==> config.mk <==
export PLATFORM = sky130hd
export DESIGN_NAME = step_sequencer
export DESIGN_NICKNAME = d
export VERILOG_FILES = /design/src/rtl/step_sequencer.sv
export SDC_FILE = /design/constraint.sdc
export NUM_CORES = 1
export LEC_CHECK = 0
export CORE_MARGIN = 4
export CORE_UTILIZATION = 50
export CTS_CLUSTER_DIAMETER = 120
export DETAILED_ROUTE_END_ITERATION = 6
export HOLD_SLACK_MARGIN = 0.06
export PLACE_DENSITY = 0.77
export SLEW_MARGIN = 0
export SYNTH_ARGS = -nofsm -noshare
export SYNTH_HDL_FRONTEND = slang
export SYNTH_SLANG_ARGS = --single-unit
==> constraint.sdc <==
create_clock -name clk_i -period 2.5 [get_ports clk_i]
set_clock_uncertainty 0.2 [all_clocks]
set_input_delay 0.5 -clock clk_i [delete_from_list [all_inputs] [get_ports clk_i]]
set_output_delay 0.5 -clock clk_i [all_outputs]
set_load 0.005 [all_outputs]
==> src/rtl/step_sequencer.sv <==
// step_sequencer: drives an ODE iteration loop. Loads a step count on start,
// issues one step request per iteration over a valid/ready handshake, waits
// for the datapath completion strobe, and reports normal completion (done)
// or termination (aborted) with single-cycle pulses.
//
// state  | meaning
// IDLE   | no loop active; waiting for start
// ISSUE  | step request presented (step_valid_o=1) until accepted
// WAIT   | request accepted; waiting for step_done_i
// FINISH | loop complete; done_o high for this one cycle
module step_sequencer #(
    parameter int unsigned WORD_SIZE = 32
) (
    input  logic                 clk_i,
    input  logic                 rst_ni,
    input  logic                 start_i,
    input  logic [WORD_SIZE-1:0] num_steps_i,
    input  logic                 abort_i,
    output logic                 step_valid_o,
    input  logic                 step_ready_i,
    output logic [WORD_SIZE-1:0] step_index_o,
    output logic                 step_last_o,
    input  logic                 step_done_i,
    output logic                 busy_o,
    output logic                 done_o,
    output logic                 aborted_o
);

    typedef enum logic [1:0] {
        ST_IDLE   = 2'd0,
        ST_ISSUE  = 2'd1,
        ST_WAIT   = 2'd2,
        ST_FINISH = 2'd3
    } state_t;

    state_t               state_q;
    logic [WORD_SIZE-1:0] remaining_q;
    logic [WORD_SIZE-1:0] step_index_q;
    logic                 step_last_q;
    logic                 step_valid_q;
    logic                 done_q;
    logic                 aborted_q;

    logic [WORD_SIZE-1:0] remaining_d;
    logic [WORD_SIZE-1:0] step_index_d;
    logic                 step_last_d;

    // Values loaded when advancing from one step to the next.
    always_comb begin
        remaining_d  = remaining_q - WORD_SIZE'(1);
        step_index_d = step_index_q + WORD_SIZE'(1);
        step_last_d  = (remaining_q == WORD_SIZE'(2));
    end

    // Sequencer FSM; every output except busy is a register updated here.
    always_ff @(posedge clk_i or negedge rst_ni) begin
        if (!rst_ni) begin
            state_q      <= ST_IDLE;
            remaining_q  <= '0;
            step_index_q <= '0;
            step_last_q  <= 1'b0;
            step_valid_q <= 1'b0;
            done_q       <= 1'b0;
            aborted_q    <= 1'b0;
        end else begin
            done_q    <= 1'b0;
            aborted_q <= 1'b0;
            case (state_q)
                ST_IDLE: begin
                    if (start_i) begin
                        if (num_steps_i != '0) begin
                            remaining_q  <= num_steps_i;
                            step_index_q <= '0;
                            step_last_q  <= (num_steps_i == WORD_SIZE'(1));
                            step_valid_q <= 1'b1;
                            state_q      <= ST_ISSUE;
                        end else begin
                            done_q  <= 1'b1;
                            state_q <= ST_FINISH;
                        end
                    end
                end
                ST_ISSUE: begin
                    if (abort_i) begin
                        step_valid_q <= 1'b0;
                        aborted_q    <= 1'b1;
                        state_q      <= ST_IDLE;
                    end else if (step_valid_q && step_ready_i) begin
                        step_valid_q <= 1'b0;
                        state_q      <= ST_WAIT;
                    end
                end
                ST_WAIT: begin
                    if (abort_i) begin
                        step_valid_q <= 1'b0;
                        aborted_q    <= 1'b1;
                        state_q      <= ST_IDLE;
                    end else if (step_done_i) begin
                        if (remaining_q == WORD_SIZE'(1)) begin
                            done_q  <= 1'b1;
                            state_q <= ST_FINISH;
                        end else begin
                            remaining_q  <= remaining_d;
                            step_index_q <= step_index_d;
                            step_last_q  <= step_last_d;
                            step_valid_q <= 1'b1;
                            state_q      <= ST_ISSUE;
                        end
                    end
                end
                ST_FINISH: begin
                    state_q <= ST_IDLE;
                end
                default: begin
                    step_valid_q <= 1'b0;
                    state_q      <= ST_IDLE;
                end
            endcase
        end
    end

    assign step_valid_o = step_valid_q;
    assign step_index_o = step_index_q;
    assign step_last_o  = step_last_q;
    assign busy_o       = (state_q != ST_IDLE);
    assign done_o       = done_q;
    assign aborted_o    = aborted_q;

endmodule

* After elaboration in Yosys (flattened, before gate mapping)
Index checks and enable logic that the tools add are counted.
** Word-level totals
- Register bits :: 70
- Bits in latches :: 0
- RAM bits :: 0
- Memory bits (read-only) :: 0
- Word-level logic and storage cells :: 75
- Memories :: 0
** Operators by class
- $add $sub $neg :: 2
- Multipliers :: 0
- Div/mod/pow operators :: 0
- Order comparisons :: 0
- Eq/ne operators :: 14
- Shift operators :: 0
- Multiplexer cells :: 42
- Bitwise logic cells :: 0
- Reduce and logical (&&, ||, !) cells :: 10
** Operators with widths (number)
- $mux 32 :: 10
- $pmux 32 s2 :: 2
- $eq 32x1->1 const B :: 2
- $add 32x1->32 const B :: 1
- $eq 32x2->1 const B :: 1
- $reduce_bool 32->1 :: 1
- $sub 32x1->32 const B :: 1
- $mux 1 :: 19
- $mux 2 :: 7
- $reduce_and 6->1 :: 2
- $ne 2x2->1 const B :: 5
- $ne 3x3->1 const B :: 3
- $pmux 2 s4 :: 1
- $eq 2x2->1 const B :: 2
- $pmux 1 s2 :: 2
- $reduce_bool 2->1 :: 2
- $pmux 1 s3 :: 1
- $reduce_and 3->1 :: 1
- $reduce_bool 3->1 :: 1
- $eq 2x1->1 const B :: 1
- $logic_not 2->1 :: 1
- $reduce_or 2->1 :: 1
- $logic_and 1x1->1 :: 1

* Longest topological paths before layout
Gate-level depths: netlist of the first run.
- Depth in word-level cells :: 5
- Gate-level depth with buffers :: 10
- Mapped depth without buffers :: 7

* Worst setup path before layout of the first run
OpenSTA, ideal clock, no wires.
- Path type :: reg-to-reg
- From :: reg state_q[0]
- To :: reg step_index_q[11] (netlist: step_index_o[11])
- Data arrival time :: 2278 ps
- Setup slack :: -106 ps
- Stages on the path, launching flop included :: 10
- Path buffers :: 2
- Path through :: dfrtp_1 > inv_1 > ha_1 > buf_2 > mux2i_1 > nor2_1 > nand3_1 > clkbuf_1 > nor4_1 > mux2_1
** On the way
- Cells in the longest elaborated chain, start to end :: 3
- Elaborated cells between the ends (all ways) :: 10
** Ends and longest elaborated chain
- start, declared :: line 36 : state_t state_q;
- start signal, assigned :: line 58 : state_q <= ST_IDLE;
- start signal, assigned :: line 76 : state_q <= ST_ISSUE;
- start signal, assigned :: line 79 : state_q <= ST_FINISH;
- $eq 2x2->1 or $logic_not 2->1 (tied branches) :: line 68 : case (state_q)
- $ne 2x2->1 (no source line) or $reduce_bool 2->1 (tied branches)
- $reduce_and 6->1 (no source line)
- end signal, assigned :: line 104 : step_index_q <= step_index_d;
- end, declared :: line 38 : logic [WORD_SIZE-1:0] step_index_q;
Parallel ways exist; a longest one is shown, timed or not.
A chain may end at the register's enable or synchronous reset.

* Worst setup path in the final report of the first run
- From :: reg remaining_q[1]
- To :: reg step_index_q[24] (netlist: step_index_o[24])
** On the way
- Cells in the longest elaborated chain, start to end :: 3
** Ends and longest elaborated chain
- start, declared :: line 37 : logic [WORD_SIZE-1:0] remaining_q;
- start signal, assigned :: line 72 : remaining_q <= num_steps_i;
- start signal, assigned :: line 103 : remaining_q <= remaining_d;
- $eq 32x1->1 :: line 99 : if (remaining_q == WORD_SIZE'(1)) begin
- $ne 2x2->1 (no source line)
- $reduce_and 6->1 (no source line)
Every way passes these cells.

==> results of run 1 <==
## cell families (layout without fill, tap and decap cells)
group / after synthesis / after routing
AOI/OAI and AO/OA: 166 / 166
muxes: 24 / 24
buffers and inverters: 75 / 270
DFF: 70 / 70
and+or+nand+nor: 220 / 222
adders and majority gates: 8 / 8
## cell type report
class	instances	area, µm²
multi-input combinational	420	3340
fill	646	2270
timing repair buffer	231	2040
sequential	70	1750
tap	133	166
clock buffer	11	151
inverter	23	86.3
clock inverter	5	57.6
## stage by stage
stage / std cells / hold WS (ps) / utilization (%) / TNS [ps] / setup WS [ps]
CTS: 885 / 312 / 73.8 / 0 / 0.765
global route: 893 / 342 / 77.0 / -1390 / -144
finish: 893 / 329 / 77.0 / -192 / -91.5
detailed placement: 858 / 299 / 69.4 / -39000 / -735
floorplan: 563 / 4.41 / - / 0 / 19.5
global placement: 858 / 290 / 69.4 / -36270 / -604
## where the power goes
| part | switching [mW] | internal [mW] |
|---|---|---|
| registers | 0.298 | 1.43 |
| logic | 1.77 | 1.45 |
| clock network | 0.474 | 0.513 |
## layout by cell type (no fill, tap or decap), types with 6 or more instances in the layout
cell type,count
nand2_1,21
dlymetal6s2s_1,18
or4_1,14
dfrtp_1,69
nor4_1,18
o31ai_1,17
ha_1,6
a21oi_1,18
o21ai_0,6
nand3_1,11
dlygate4sd2_1,13
clkbuf_8,11
clkdlybuf4s50_1,41
nor3_2,6
nor2_1,25
nand4_1,26
buf_6,9
inv_1,21
or4_4,9
nor3_1,24
o21a_1,16
nor4_2,13
mux2_1,16
a221o_1,10
a41oi_1,19
o41ai_1,7
buf_4,141
a31oi_1,26
a311oi_1,9
## layer usage
layer | share of wire, % | track usage, %
met3 | 11 | 6.22
met1 | 38 | 42.6
met2 | 46 | 51.3
met4 | 4.5 | 15.8
met5 | 0 | 0
## flip-flops by register name, indices dropped and copies added, names as in the netlist
name and flops:
step_last_o 1, done_o 1, step_valid_o 1, step_index_o 32, aborted_o 1, remaining_q 32
state_q 2
## repair_timing
item                                   in CTS  in global routing
cloned                                      3                  1
setup endpoints to repair                  68                 67
buffers inserted                            7                  8
hold buffers                                1                  0
pin swaps                                  11                 23
gates resized for setup                    50                 58
endpoints found under the hold margin      70                  0
## worst paths after layout
| kind | startpoint | endpoint | slack, ps | cells after the start |
|---|---|---|---|---|
| max | remaining_q[1] | step_index_o[24] | -90 | 8 |
| min | step_valid_o | step_valid_o | 330 | 1 |
| max reg2reg | remaining_q[1] | step_index_o[24] | -90 | 8 |
| min reg2reg | step_valid_o | step_valid_o | 330 | 1 |
| max in group asynchronous | rst_ni | step_index_o[13] | 1260 | 3 |
| min in group asynchronous | rst_ni | remaining_q[27] | 470 | 3 |
## worst max-delay path: stages (launching register included)
cell	delay [ps]
dfrtp_1	400
inv_1	90
ha_1	230
and2_1	180
a41o_1	300
buf_12	190
buf_4	160
or4_1	490
a21oi_1	240
==> summary.txt, run 1 <==
Run status
  – Status: finished with violations
  – Failing checks: design-rule violations, negative setup slack

Clocking
  – Worst skew pair latency: 370 ps
  – Clock transition at path regs: 80 ps
  – CTS tree: yes
  – Clock buffer depth: 2
  – Root Buffer: clkbuf_8
  – CTS H-Tree Depth: 3
  – Inserted Clock Buffers: 9
  – Clock tree sinks: 70

Placed design
  – I/O Buffers: 74
  – Placed cell area: 6850 µm²
  – Post-DP HPWL: 13000 µm
  – GP Congestion: 0.972

Synthesis
  – Area of the mapped netlist: 5100 µm²
  – Count leader, synth: dfrtp_1
  – Synth warn: 0
  – Post-Synth XOR/XNOR Area: 0%
  – Fraction of registers with async set/reset: 100%
  – Post-Synth Simple-Gate Area: 25.7%
  – Leading post-synthesis cells by cell area: dfrtp_1, nor4_1, mux2_1
  – Largest family of logic cells by synthesized area: simple AND/OR/NAND/NOR gates
  – Top cell type's share of synthesized area: 34.4%
  – #FFs+latches synth: 70
  – Distinct cell type count after synthesis: 62
  – Synth cell count leaders: dfrtp_1, nor4_1, nor3_1
  – Mapped Nets: 609
  – EDFF count, synth: 0
  – Synth Area in Compound Gates: 25.6%
  – Mean post-synth cell area: 9.05 µm²
  – Top FF cell, synth: dfrtp_1
  – Post-Synthesis Cells: 563
  – Post-synthesis sequential area ratio: 34.4%
  – Yosys top cell by area: dfrtp_1
  – Adder-cell area share of the yosys netlist: 1.96%
  – Mux contribution to synthesized area: 5.23%

Layout
  – # diodes: 0
  – Area Overhead vs Synth: 49.1%
  – Nets: 801
  – Design area: 7600 µm²
  – Share of cells above drive strength 1: 33.4%

STA
  – Final worst path period need: 2590 ps
  – Relative slew slack: 59.6%
  – Fin. Hold Viols: 0
  – Fmax: 386 MHz
  – Fin. max-slew vios: 0
  – Post-route clock period utilization: 104%
  – Unrepaired setup endpoints after global routing: yes
  – Worst slew pin tran: 603 ps
  – Final Setup Violations: 6
  – Slack of the critical path: -91.5 ps

Flow run
  – Max Cap Viol: 0

Pwr
  – Max VDD drop: 0.000432 V
  – Overall Power: 5.94 mW
  – Leakage power: 3.12 nW
  – Pwr dens: 782 nW/µm²

Die
  – Die W: 109 µm
  – FP Rows: 36
  – Initial Utilization: 51.7%
  – # IOs: 75
  – DIE AREA: 11900 µm²
  – Core Box Area: 9860 µm²
  – Die Ht: 109 µm

Global routing
  – Global-route wire length before repair: 29900 µm
  – Vias in the first global route: 5733
  – Overall Global Routing Usage: 32.4%
  – Largest net degree at the start of global routing: 71
  – Initial antenna violation count: 0
  – Grt total ovfl: 0

Setup path
  – CP Data Required Time: 2570 ps
  – Crit path launch type: flop
  – Critical Setup Path Class: flop to flop
  – Crit path arrival time: 2660 ps
  – Critical path fanouts, max: 32
  – Worst Setup End Kind: flop

Route
  – Routed WL per cell: 22.4 µm
  – DRC: 1
  – Vias: 6244
  – First drt pass iteration count: 7
  – Total Wirelength: 20000 µm
  – Post-route ant nets: 0
  – Vias/cell: 6.99
  – DRT iter0 DRCs: 657

Worst hold path
  – Hold Path Class: flop to flop
Note: power is estimated with default switching activity, not from simulation.
==> run 2: changes to the inputs <==
--- a/constraint.sdc
+++ b/constraint.sdc
@@ -3,3 +3,3 @@
 set_input_delay 0.5 -clock clk_i [delete_from_list [all_inputs] [get_ports clk_i]]
 set_output_delay 0.5 -clock clk_i [all_outputs]
-set_load 0.005 [all_outputs]
+set_load 0.02 [all_outputs]
==> run 2 against run 1 <==
Compared with the run above: sequential cell count unchanged; the flow finishes with violations (negative setup slack); sequential share of layout area decreased by 0.77 points; first-iteration DRC count increased by 4.7%; die area unchanged; largest power group unchanged; combinational power increased by 12%; routed wire length increased by 3.9%; total power increased by 7.1%; clock power increased by 1%; utilization increased by 2.8 points; final cell count increased by 1.2%.
==> summary.txt, run 2 (same netlist as run 1, synthesis figures left out) <==
Setup path
  – Crit path arrival time: 2730 ps (+70 ps)
  – Crit path launch type: flop
  – Critical path fanouts, max: 6 (-81%)
  – Worst r2r src: remaining_q[24]
  – R2R Path End: remaining_q[10]
  – Worst Setup End Kind: flop
  – Flop-to-flop setup slack: -180 ps (-90 ps)
  – R2r worst-path depth: 7 (-1)
  – Critical Setup Path Class: flop to flop
  – CP Data Required Time: 2550 ps (-20 ps)

Die
  – Die W: 109 µm (unchanged)
  – # IOs: 75 (unchanged)
  – FP Rows: 36 (unchanged)
  – Die Ht: 109 µm (unchanged)
  – Initial Utilization: 51.7% (unchanged)
  – DIE AREA: 11900 µm² (unchanged)
  – Core Box Area: 9860 µm² (unchanged)

STA
  – Fin. max-slew vios: 0 (unchanged)
  – Post-route clock period utilization: 107% (+3.5 points)
  – Slack of the critical path: -179 ps (-87.7 ps)
  – Worst slew pin tran: 699 ps (+96.5 ps)
  – Final Setup Violations: 59 (+53)
  – Final worst path period need: 2680 ps (+87.7 ps)
  – Unrepaired setup endpoints after global routing: yes
  – Relative slew slack: 53.0% (-6.6 points)
  – Fin. Hold Viols: 0 (unchanged)
  – Fmax: 373 MHz (-3.3%)

Placed design
  – DP Worst Slack: -638 ps (+97.9 ps)
  – GP Congestion: 0.966 (-0.55%)
  – Post-DP HPWL: 13000 µm (+0.20%)
  – Placed cell area: 6950 µm² (+1.5%)
  – I/O Buffers: 74 (unchanged)

Route
  – Post-route ant nets: 0 (unchanged)
  – DRC: 0 (-1)
  – Vias/cell: 7.04 (+0.63%)
  – Routed WL per cell: 23.0 µm (+2.6%)
  – Total Wirelength: 20800 µm (+3.9%)
  – First drt pass iteration count: 5 (-2)
  – DRT iter0 DRCs: 688 (+4.7%)
  – Vias: 6361 (+1.9%)

Layout
  – Nets: 812 (+1.4%)
  – Most frequent cells in the layout: buf_4, dfrtp_1, clkdlybuf4s50_1, nor3_1, nand4_1
  – Design area: 7870 µm² (+3.6%)
  – Share of cells above drive strength 1: 36.6% (+3.2 points)
  – Commonest non-fill, non-tap cell in the layout: buf_4
  – Area Overhead vs Synth: 54.4%
  – # fillers: 568 (-12%)
  – # diodes: 0 (unchanged)
  – Final Core Density: 79.8% (+2.8 points)

Clocking
  – Worst skew pair latency: 370 ps (about the same)
  – CTS H-Tree Depth: 3 (unchanged)
  – Clock buffer depth: 2 (unchanged)
  – Inserted Clock Buffers: 9 (unchanged)
  – Clock transition at path regs: 80 ps (about the same)
  – CTS tree: yes
  – Root Buffer: clkbuf_8
  – Clock tree sinks: 70 (unchanged)

Pwr
  – Leakage power: 3.23 nW (+3.3%)
  – Overall Power: 6.36 mW (+7.1%)
  – Max VDD drop: 0.000461 V (+6.7%)
  – Pwr dens: 808 nW/µm² (+3.4%)

Run status
  – Failing checks: negative setup slack
  – Status: finished with violations

Worst hold path
  – Hold Path Depth: 2 (+1)
  – Hold_sp: num_steps_i[14]
  – Worst hold path endpoint: remaining_q[14]
  – Hold Path Class: primary input to flop

Global routing
  – Vias in the first global route: 6017 (+5.0%)
  – Largest net degree at the start of global routing: 71 (unchanged)
  – Initial antenna violation count: 0 (unchanged)
  – Grt total ovfl: 0 (unchanged)
  – Overall Global Routing Usage: 32.8% (+0.38 points)
  – Global-route wire length before repair: 30500 µm (+2.0%)

Flow run
  – Max Cap Viol: 0 (unchanged)
[run 2: how the worst max path moves through the flow]
stage / from / end / cells past startpoint
finish: remaining_q[24] / remaining_q[10] / 7
global route: remaining_q[24] / step_index_o[20] / 7
detailed placement: num_steps_i[22] / step_index_o[28] / 8
CTS: remaining_q[22] / remaining_q[29] / 6
floorplan: remaining_q[7] / remaining_q[22] / 6
global placement: num_steps_i[22] / step_index_o[28] / 8
[run 2: critical path: stages (launching register included)]
cell and delay, ps:
dfrtp_1 460, nor3_1 610, nand4_1 340, o31ai_4 300
buf_4 190, buf_4 130, nor3_1 50, a221o_1 290
[run 2: final cells by class]
class                           instances  area [µm²]  area share (%)
Multi-Input combinational cell        419        3440            43.7
Sequential cell                        70        1760            22.3
Tap cell                              133         166            2.11
Clock buffer                           11         151            1.92
Timing Repair Buffer                  243        2220            28.2
Inverter                               23        86.3            1.10
Clock inverter                          5        56.3           0.716
[run 2: timing repair]
action,4_1_cts,5_1_grt
setup buffers,5,13
gates resized for setup,49,79
endpoints found under the setup margin,67,66
pin swaps,12,27
gates cloned,1,4
hold endpoints to repair,70,0
hold buffers,1,0
[run 2: per-stage QoR]
stage,TNS [ps],hold slack (ps),cells
after floorplan,0,4.41,563
after global placement,-34130,282,864
after detailed placement,-36480,290,864
after CTS,-5.86,327,887
after global routing,-4910,227,904
final,-5800,244,904
[run 2: routing by layer]
metal	share of wire [%]	vias to the layer above	global-route usage, %
li1	-	2703	-
met1	38	3075	41.8
met2	47	485	53.3
met3	11	98	6.99
met4	4.5	0	15.1
met5	0	-	0
[run 2: where the power goes]
group,internal [mW],switching [mW]
Sequential,1.43,0.318
Combinational,1.65,1.96
Clock,0.516,0.482
